[src/rtl/mc_pkg.sv]
// Shared encodings for the multicycle MIPS controller: states, opcodes, funct codes,
// ALU operations and datapath mux selects, plus the per-state Moore control table.
package mc_pkg;

  typedef enum logic [3:0] {
    S_FETCH, S_DECODE, S_MEMADR, S_MEMRD, S_MEMWB, S_MEMWR,
    S_RTYPEEX, S_RTYPEWB, S_BEQEX, S_ADDIEX, S_ADDIWB, S_JEX
  } state_t;

  localparam logic [5:0] OP_RTYPE = 6'b000000;
  localparam logic [5:0] OP_LW    = 6'b100011;
  localparam logic [5:0] OP_SW    = 6'b101011;
  localparam logic [5:0] OP_BEQ   = 6'b000100;
  localparam logic [5:0] OP_BNE   = 6'b000101;
  localparam logic [5:0] OP_ADDI  = 6'b001000;
  localparam logic [5:0] OP_J     = 6'b000010;

  localparam logic [5:0] FN_ADD = 6'b100000;
  localparam logic [5:0] FN_SUB = 6'b100010;
  localparam logic [5:0] FN_AND = 6'b100100;
  localparam logic [5:0] FN_OR  = 6'b100101;
  localparam logic [5:0] FN_SLT = 6'b101010;

  localparam logic [2:0] ALU_ADD  = 3'b010;
  localparam logic [2:0] ALU_SUB  = 3'b110;
  localparam logic [2:0] ALU_AND  = 3'b000;
  localparam logic [2:0] ALU_OR   = 3'b001;
  localparam logic [2:0] ALU_SLT  = 3'b111;
  localparam logic [2:0] ALU_IDLE = 3'b000;

  localparam logic [1:0] SRCB_REG   = 2'b00;
  localparam logic [1:0] SRCB_FOUR  = 2'b01;
  localparam logic [1:0] SRCB_IMM   = 2'b10;
  localparam logic [1:0] SRCB_IMMSH = 2'b11;

  localparam logic [1:0] PCSRC_ALU    = 2'b00;
  localparam logic [1:0] PCSRC_ALUOUT = 2'b01;
  localparam logic [1:0] PCSRC_JUMP   = 2'b10;

  typedef enum logic [1:0] {ALUOP_NONE, ALUOP_ADD, ALUOP_SUB, ALUOP_FUNCT} aluop_t;

  typedef struct packed {
    logic       iord;
    logic       memwrite;
    logic       regdst;
    logic       memtoreg;
    logic       regwrite;
    logic       alusrca;
    logic [1:0] alusrcb;
    logic [1:0] pcsrc;
    aluop_t     aluop;
  } ctrl_t;

  // Moore outputs of each state; anything not set here stays 0.
  function automatic ctrl_t state_ctrl(state_t s);
    ctrl_t c;
    c = '0;
    case (s)
      S_FETCH:   begin c.alusrcb = SRCB_FOUR;  c.aluop = ALUOP_ADD; end
      S_DECODE:  begin c.alusrcb = SRCB_IMMSH; c.aluop = ALUOP_ADD; end
      S_MEMADR:  begin c.alusrca = 1'b1; c.alusrcb = SRCB_IMM; c.aluop = ALUOP_ADD; end
      S_MEMRD:   c.iord = 1'b1;
      S_MEMWB:   begin c.regwrite = 1'b1; c.memtoreg = 1'b1; end
      S_MEMWR:   begin c.iord = 1'b1; c.memwrite = 1'b1; end
      S_RTYPEEX: begin c.alusrca = 1'b1; c.aluop = ALUOP_FUNCT; end
      S_RTYPEWB: begin c.regwrite = 1'b1; c.regdst = 1'b1; end
      S_BEQEX:   begin c.alusrca = 1'b1; c.aluop = ALUOP_SUB; c.pcsrc = PCSRC_ALUOUT; end
      S_ADDIEX:  begin c.alusrca = 1'b1; c.alusrcb = SRCB_IMM; c.aluop = ALUOP_ADD; end
      S_ADDIWB:  c.regwrite = 1'b1;
      S_JEX:     c.pcsrc = PCSRC_JUMP;
      default:   c = '0;
    endcase
    return c;
  endfunction

endpackage

[src/rtl/mc_aludec.sv]
// ALU decoder: maps the controller's ALU operation class and the R-type funct field
// to an ALU control code, flagging funct values the ALU does not implement.
module mc_aludec
  import mc_pkg::*;
(
  input  aluop_t      aluop,
  input  logic [5:0]  funct,
  output logic [2:0]  alucontrol,
  output logic        funct_illegal
);

  // NOTE: every output gets a default before the case so no latch is inferred.
  always_comb begin
    alucontrol    = ALU_IDLE;
    funct_illegal = 1'b0;
    case (aluop)
      ALUOP_ADD: alucontrol = ALU_ADD;
      ALUOP_SUB: alucontrol = ALU_SUB;
      ALUOP_FUNCT: begin
        case (funct)
          FN_ADD:  alucontrol = ALU_ADD;
          FN_SUB:  alucontrol = ALU_SUB;
          FN_AND:  alucontrol = ALU_AND;
          FN_OR:   alucontrol = ALU_OR;
          FN_SLT:  alucontrol = ALU_SLT;
          default: begin
            alucontrol    = ALU_ADD;
            funct_illegal = 1'b1;
          end
        endcase
      end
      default: alucontrol = ALU_IDLE;
    endcase
  end

endmodule

[src/rtl/mc_controller.sv]
// Multicycle MIPS control FSM (lw/sw/R-type/beq/addi/j). Defining MC_CONTROLLER_BNE_EN
// adds bne, executed in BEQEX with the branch condition inverted.
module mc_controller
  import mc_pkg::*;
(
  input  logic       clk,
  input  logic       reset,
  input  logic [5:0] op,
  input  logic [5:0] funct,
  input  logic       zero,
  input  logic       memready,
  output logic       pcen,
  output logic       iord,
  output logic       memwrite,
  output logic       irwrite,
  output logic       regdst,
  output logic       memtoreg,
  output logic       regwrite,
  output logic       alusrca,
  output logic [1:0] alusrcb,
  output logic [1:0] pcsrc,
  output logic [2:0] alucontrol,
  output logic       illegal
);

  state_t state;
  state_t state_nxt;
  ctrl_t  ctrl;
  logic   is_bne;
  logic   op_supported;
  logic   funct_illegal;

`ifdef MC_CONTROLLER_BNE_EN
  assign is_bne = (op == OP_BNE);
`else
  assign is_bne = 1'b0;
`endif

  always_comb begin
    case (op)
      OP_LW, OP_SW, OP_RTYPE, OP_BEQ, OP_ADDI, OP_J: op_supported = 1'b1;
      default:                                       op_supported = is_bne;
    endcase
  end

  always_comb begin
    state_nxt = state;
    case (state)
      S_FETCH:   if (memready) state_nxt = S_DECODE;
      S_DECODE: begin
        case (op)
          OP_LW, OP_SW: state_nxt = S_MEMADR;
          OP_RTYPE:     state_nxt = S_RTYPEEX;
          OP_BEQ:       state_nxt = S_BEQEX;
          OP_ADDI:      state_nxt = S_ADDIEX;
          OP_J:         state_nxt = S_JEX;
          default:      state_nxt = is_bne ? S_BEQEX : S_FETCH;
        endcase
      end
      S_MEMADR:  state_nxt = (op == OP_LW) ? S_MEMRD : S_MEMWR;
      S_MEMRD:   if (memready) state_nxt = S_MEMWB;
      S_MEMWR:   if (memready) state_nxt = S_FETCH;
      S_RTYPEEX: state_nxt = S_RTYPEWB;
      S_ADDIEX:  state_nxt = S_ADDIWB;
      default:   state_nxt = S_FETCH;
    endcase
  end

  // The Moore outputs are registered alongside the state so they leave flops directly.
  // NOTE: sequential state uses non-blocking assignments; the asynchronous reset
  // branch drops write strobes the instant reset rises.
  always_ff @(posedge clk or posedge reset) begin
    if (reset) begin
      state <= S_FETCH;
      ctrl  <= state_ctrl(S_FETCH);
    end else begin
      state <= state_nxt;
      ctrl  <= state_ctrl(state_nxt);
    end
  end

  assign iord     = ctrl.iord;
  assign memwrite = ctrl.memwrite;
  assign regdst   = ctrl.regdst;
  assign memtoreg = ctrl.memtoreg;
  assign regwrite = ctrl.regwrite;
  assign alusrca  = ctrl.alusrca;
  assign alusrcb  = ctrl.alusrcb;
  assign pcsrc    = ctrl.pcsrc;

  mc_aludec u_aludec (
    .aluop         (ctrl.aluop),
    .funct         (funct),
    .alucontrol    (alucontrol),
    .funct_illegal (funct_illegal)
  );

  // Gated enables follow memready/zero within the cycle; reset masks them outright.
  always_comb begin
    pcen    = 1'b0;
    irwrite = 1'b0;
    case (state)
      S_FETCH: begin
        pcen    = memready;
        irwrite = memready;
      end
      S_BEQEX: pcen = is_bne ? ~zero : zero;
      S_JEX:   pcen = 1'b1;
      default: ;
    endcase
    if (reset) begin
      pcen    = 1'b0;
      irwrite = 1'b0;
    end
  end

  assign illegal = ((state == S_DECODE) && !op_supported) ||
                   ((state == S_RTYPEEX) && funct_illegal);

endmodule

[config.mk]
export PLATFORM = sky130hd
export DESIGN_NAME = mc_controller
export DESIGN_NICKNAME = d
export VERILOG_FILES = /design/src/rtl/mc_pkg.sv /design/src/rtl/mc_aludec.sv /design/src/rtl/mc_controller.sv
export SDC_FILE = /design/constraint.sdc
export NUM_CORES = 1
export LEC_CHECK = 0
export BUFFER_PORTS_ARGS = -buffer_cell sky130_fd_sc_hd__buf_2
export CORE_ASPECT_RATIO = 0.8
export CORE_UTILIZATION = 50
export DETAILED_ROUTE_END_ITERATION = 8
export HOLD_SLACK_MARGIN = 0.02
export PLACE_DENSITY = 0.89
export SYNTH_ARGS = -nofsm -noshare
export SYNTH_HDL_FRONTEND = slang
export SYNTH_SLANG_ARGS = --single-unit
[constraint.sdc]
create_clock -name clk -period 1.95 [get_ports clk]
set_input_delay 0.195 -clock clk [delete_from_list [all_inputs] [get_ports clk]]
set_output_delay 0.195 -clock clk [all_outputs]
set_load 0.05 [all_outputs]
### Yosys cells after proc, flatten, opt, wreduce, memory -nomap -nowiden

Cells that the tools add are included.

* flip-flop bits (word level): 16
* output and inout port bits: 16
* logic and storage cells: 81

* equal/unequal tests: 32
* muxes and demuxes: 24
* reductions and logical operators: 15

Operators by type and width (count)
* $eq A6 B6 Y1 const B: 7
* $eq A4 B4 Y1 const B: 7
* $pmux W4 S7: 1
* $eq A4 B3 Y1 const B: 6
* $pmux W4 S5: 1
* $eq A4 B2 Y1 const B: 4
* $mux W1: 12
* $mux W4: 3
* $pmux W2 S3: 2
* $pmux W3 S4: 1
* $pmux W3 S3: 1
* $eq A4 B1 Y1 const B: 2
* $logic_not A4 Y1: 2
* $reduce_or A4 Y1: 2
* $eq A6 B2 Y1 const B: 1
* $eq A6 B3 Y1 const B: 1
* $eq A6 B4 Y1 const B: 1
* $logic_not A6 Y1: 1
* $reduce_or A2 Y1: 3
* $reduce_or A6 Y1: 1
* $reduce_or A5 Y1: 1
* $eq A2 B2 Y1 const B: 2
* $pmux W2 S2: 1
* $mux W3: 1
* other kinds (6): 7

### Logic depth before layout (Yosys ltp)

* depth after elaboration: 7
* depth in mapped cells: 7

### By module

Synthesis repeated with hierarchy kept, for this count alone.

* cell total of the unflattened synthesis: 112
* area, all modules: 1086.0 um^2

By module, submodules not included
* mc_controller: times used 1, cells each 99, area each 974.7 um^2
* mc_aludec: times used 1, cells each 13, area each 111.4 um^2

### Worst setup path after synthesis

No wires, ideal clock.

* kind: reg2out
* start point: register state[0]
* end point: output port pcen
* data arrival time: 1.890 ns
* path slack: -0.135 ns
* stages on the path, launching flop included: 5
* path buffers: 1
* path through: dfrtp_1 > clkbuf_1 > nor3_1 > a31oi_1 > nor3_1

* cells in the longest elaborated chain, start to end: 3

Ends and longest elaborated chain
* start: declaration: RTL line mc_controller.sv:26 `state_t state;`
* start signal: assignment: RTL line mc_controller.sv:77 `state <= state_nxt;`
* $eq A4 B4 Y1 or $logic_not A4 Y1 (tied branches): RTL line mc_controller.sv:102 `case (state)`
* $pmux W1 S3 (*): RTL line mc_controller.sv:102
* $mux W1 (*): RTL line mc_controller.sv:111 `if (reset) begin`
* end: declaration: RTL line mc_controller.sv:12 `output logic pcen,`

Mark *: on every way between the ends. The rest lies on a longest branch, timed or not.

### Final worst setup path

* start point: register state[1]
* end point: register ctrl[0] (netlist bit)

* cells in the longest elaborated chain, start to end: 5

Ends and longest elaborated chain
* $eq A4 B4 Y1, or another cell as far along: RTL line mc_controller.sv:48 `case (state)`
* $pmux W4 S7 (*): RTL line mc_controller.sv:48
* net state_nxt[0]: RTL line mc_controller.sv:27 `state_t state_nxt;`
* $eq A4 B4 Y1, or another cell as far along: RTL line mc_pkg.sv:58 `case (s)`
* $reduce_or A4 Y1 (no source line)
* $pmux W2 S3 (*): RTL line mc_pkg.sv:58
* end signal: assignment: RTL line mc_controller.sv:75 `ctrl <= state_ctrl(S_FETCH);`
* end signal: assignment: RTL line mc_controller.sv:78 `ctrl <= state_ctrl(state_nxt);`
* end: declaration: RTL line mc_controller.sv:28 `ctrl_t ctrl;`

Mark *: on every way through the listed nets, which the timed path passes. The rest lies on a longest branch.

==> flow_metrics.tcl <==
set metrics [dict create \
    arrival_ns 2.11 \
    synthDistinctLibCells 47 \
    critPathLaunchType "flip-flop" \
    clock_skew_ns 0.00384 \
    yosysWarningCount 0 \
    whs_ns 0.400 \
    ant_nets 0 \
    synth_area_sq_mm 0.00108 \
    synth_top_area_cell "dfrtp_1" \
    gp_congestion 0.777 \
    dp_hpwl_um 1720 \
    end_kind "flip-flop" \
    die_w_um 54.0 \
    fillers 161 \
    placed_cell_area_sq_mm 0.00120 \
    rsz0062_at_grt "true" \
    period_share_pct 97.3 \
    worstSkewPairLatency_ns 0.28 \
    status "finished, final reports clean" \
    min_from "op[5]" \
    fp-row-count 14 \
    initialDrtViolationCount 24 \
    endpoint "ctrl[0]" \
    synth-seq-area-share_pct 37.3 \
    syn_inst 111 \
    synth.top_cell.area_share_pct 32.4 \
    core_area_sq_mm 0.00196 \
    peakVddDrop_v 0.000602 \
    tritoncts "built" \
    worstSetupPathType "reg -> reg" \
    clockBufferDepth 2 \
    cts_buffers 3 \
    crit_family "simple AND/OR/NAND/NOR gates" \
    die_y_um 43.6 \
    antenna_found_initial 0 \
    cp_max_fo 13 \
    setup-tns-final_ns 0 \
    slowest_stage "or3_2" \
    synthToLayoutAreaGrowth_pct 24.9 \
    htreeDepth 1 \
    powerDensity_mw_per_mm2 641 \
    synth_common_cells "14 x dfrtp_1, 9 x nor3_1, 8 x nand2_1" \
    reg2reg_from "state[1]" \
    synth_enable_flop_cells 0 \
    rrSetupSlack_ns 0.05 \
    path_clk_slew_ns 0.09 \
    synth_nets 127 \
    critical_path_required_ns 2.17 \
    drv_slew 0 \
    nNetsFinal 164 \
    grt_use_total_pct 22.1 \
    ys_top_cells_by_area "dfrtp_1 32%, dfstp_2 4.9%, nor3_1 4.2%, buf_4 4.2%, nand3_1 2.8%" \
    finalHoldViolations 0 \
    final_cell_area_sq_mm 0.00135 \
    cp_cell_sequence "buf_12 > or3_2 > nand4_1 > a311oi_1 > nand2_1 > clkinv_2 > o211a_1" \
    dr.pass1.iters 4 \
    cts_root_buffer "clkbuf_4" \
    yosysMostFrequentCell "dfrtp_1" \
    drive_above_1_share_pct 46.3 \
    viasPerCell 5.68 \
    port_buffers 31 \
    num_io_pins 32 \
    vias 972 \
    maxCapViolCount 0 \
    slowest_delay_ns 0.47 \
    grt_pass1_wl_um 3750 \
    clock_sinks 16 \
    finalSetupViolCount 0 \
    hold_path.class "in -> reg" \
    diodes 0 \
    tightest_slew_ns 0.582 \
    crit_start "state[1]" \
    grt_max_degree 17 \
    clock.fmax_mhz 527 \
    cp_num_buf_inv 2 \
    fin_crit_ns 1.90 \
    syn_area_per_cell_sq_um 9.74 \
    grt-ovfl-total 0 \
    async_flop_share_pct 100 \
    grt_pass1_vias 872 \
    r2r-end "ctrl[0]" \
    cp.depth 7 \
    reg2reg_depth 7 \
    power.leakage_uw 0.000627 \
    slew_headroom_pct 60.6 \
    start_util_pct 55.1 \
    ys_seq_elements 16 \
    ys.flop_type "dfrtp_1" \
    wl_per_cell_um 14.0 \
    dieArea_sq_mm 0.00235 \
    drcViolationCount 0 \
    drt-total-wl_um 2400 \
]
-- flip-flops by register name, summed over array words and instances, names as in the netlist --
register / count
iord: 1
ctrl: 2
pcsrc: 2
regdst: 1
state: 4
alusrcb: 2
alusrca: 1
memtoreg: 1
memwrite: 1
regwrite: 1
-- layout by cell type (no fill, tap or decap), types with 3 or more instances in the layout --
cell type and n:
nand4_1 3, nor3b_1 3, buf_2 30, nand3_1 6, o211ai_1 3, nor3_1 8
nand2_1 8, dfrtp_1 10, nor2_1 5, dfrtp_2 4, o21ai_0 4, clkbuf_4 3
inv_1 4, buf_4 7
-- tightest hold or removal path, delay by kind of cell --
family	cells	cell delay [ns]
buffers and inverters	1	0.15
and+or+nand+nor	2	0.21
AOI/OAI and AO/OA	1	0.09
-- area by class of cell --
class | instances | area [sq um] | area share (%)
clock buffers | 4 | 36.3 | 2.69
repair buffers | 41 | 264 | 19.6
well taps | 24 | 30.0 | 2.22
flip-flops and latches | 16 | 408 | 30.2
inverters | 5 | 20.0 | 1.48
multi-input cells | 81 | 592 | 43.8
-- how the worst min path moves through the flow --
| stage | to | slack (ns) | cells after the start |
|---|---|---|---|
| CTS | alusrca | 0.38 | 4 |
| floorplan | alusrca | 0.11 | 1 |
| global route | alusrca | 0.38 | 4 |
| global placement | state[1] | 0.29 | 2 |
| finish | alusrca | 0.40 | 4 |
| detailed placement | state[3] | 0.31 | 2 |
-- stage by stage --
step | power (uW) | utilization [%] | cells | setup WS [ns]
6_report | 866 | 68.8 | 171 | 0.0530
5_1_grt | 913 | 68.8 | 171 | -0.0316
4_1_cts | 846 | 64.9 | 163 | 0.00626
3_5_place_dp | 624 | 61.2 | 157 | -0.00217
3_3_place_gp | 617 | 61.2 | 157 | 0.0591
2_1_floorplan | 573 | - | 111 | 0.117
-- layer usage --
layer / vias to the layer above / share of wire [%] / global-route usage (%)
met3: 2 / 5.5 / 7.37
met5: - / 0 / 0
met1: 456 / 49 / 29.4
met2: 29 / 45 / 34.3
met4: 0 / 0.50 / 6.15
li1: 485 / - / -
-- power breakdown --
group | total, uW | internal [uW] | switching (uW)
logic | 285 | 106 | 179
registers | 367 | 353 | 14.2
clock network | 214 | 114 | 99.9
-- kinds of logic after synthesis --
group / Yosys count / share of synthesized area, %
XOR/XNOR: 2 / 1.62
AO/OA/AOI/OAI: 26 / 19.7
AND/OR/NAND/NOR: 51 / 31.1
multiplexers: 2 / 1.85
flip-flops: 16 / 37.3
buffers and inverters: 14 / 8.45
-- repair_timing --
action	CTS	global route
pin swaps	0	4
resized for setup	5	1
setup endpoints to repair	2	5
endpoints found under the hold margin	14	0
buffers inserted	1	8
hold buffers	1	0
Power figures use the tool's default switching activity.
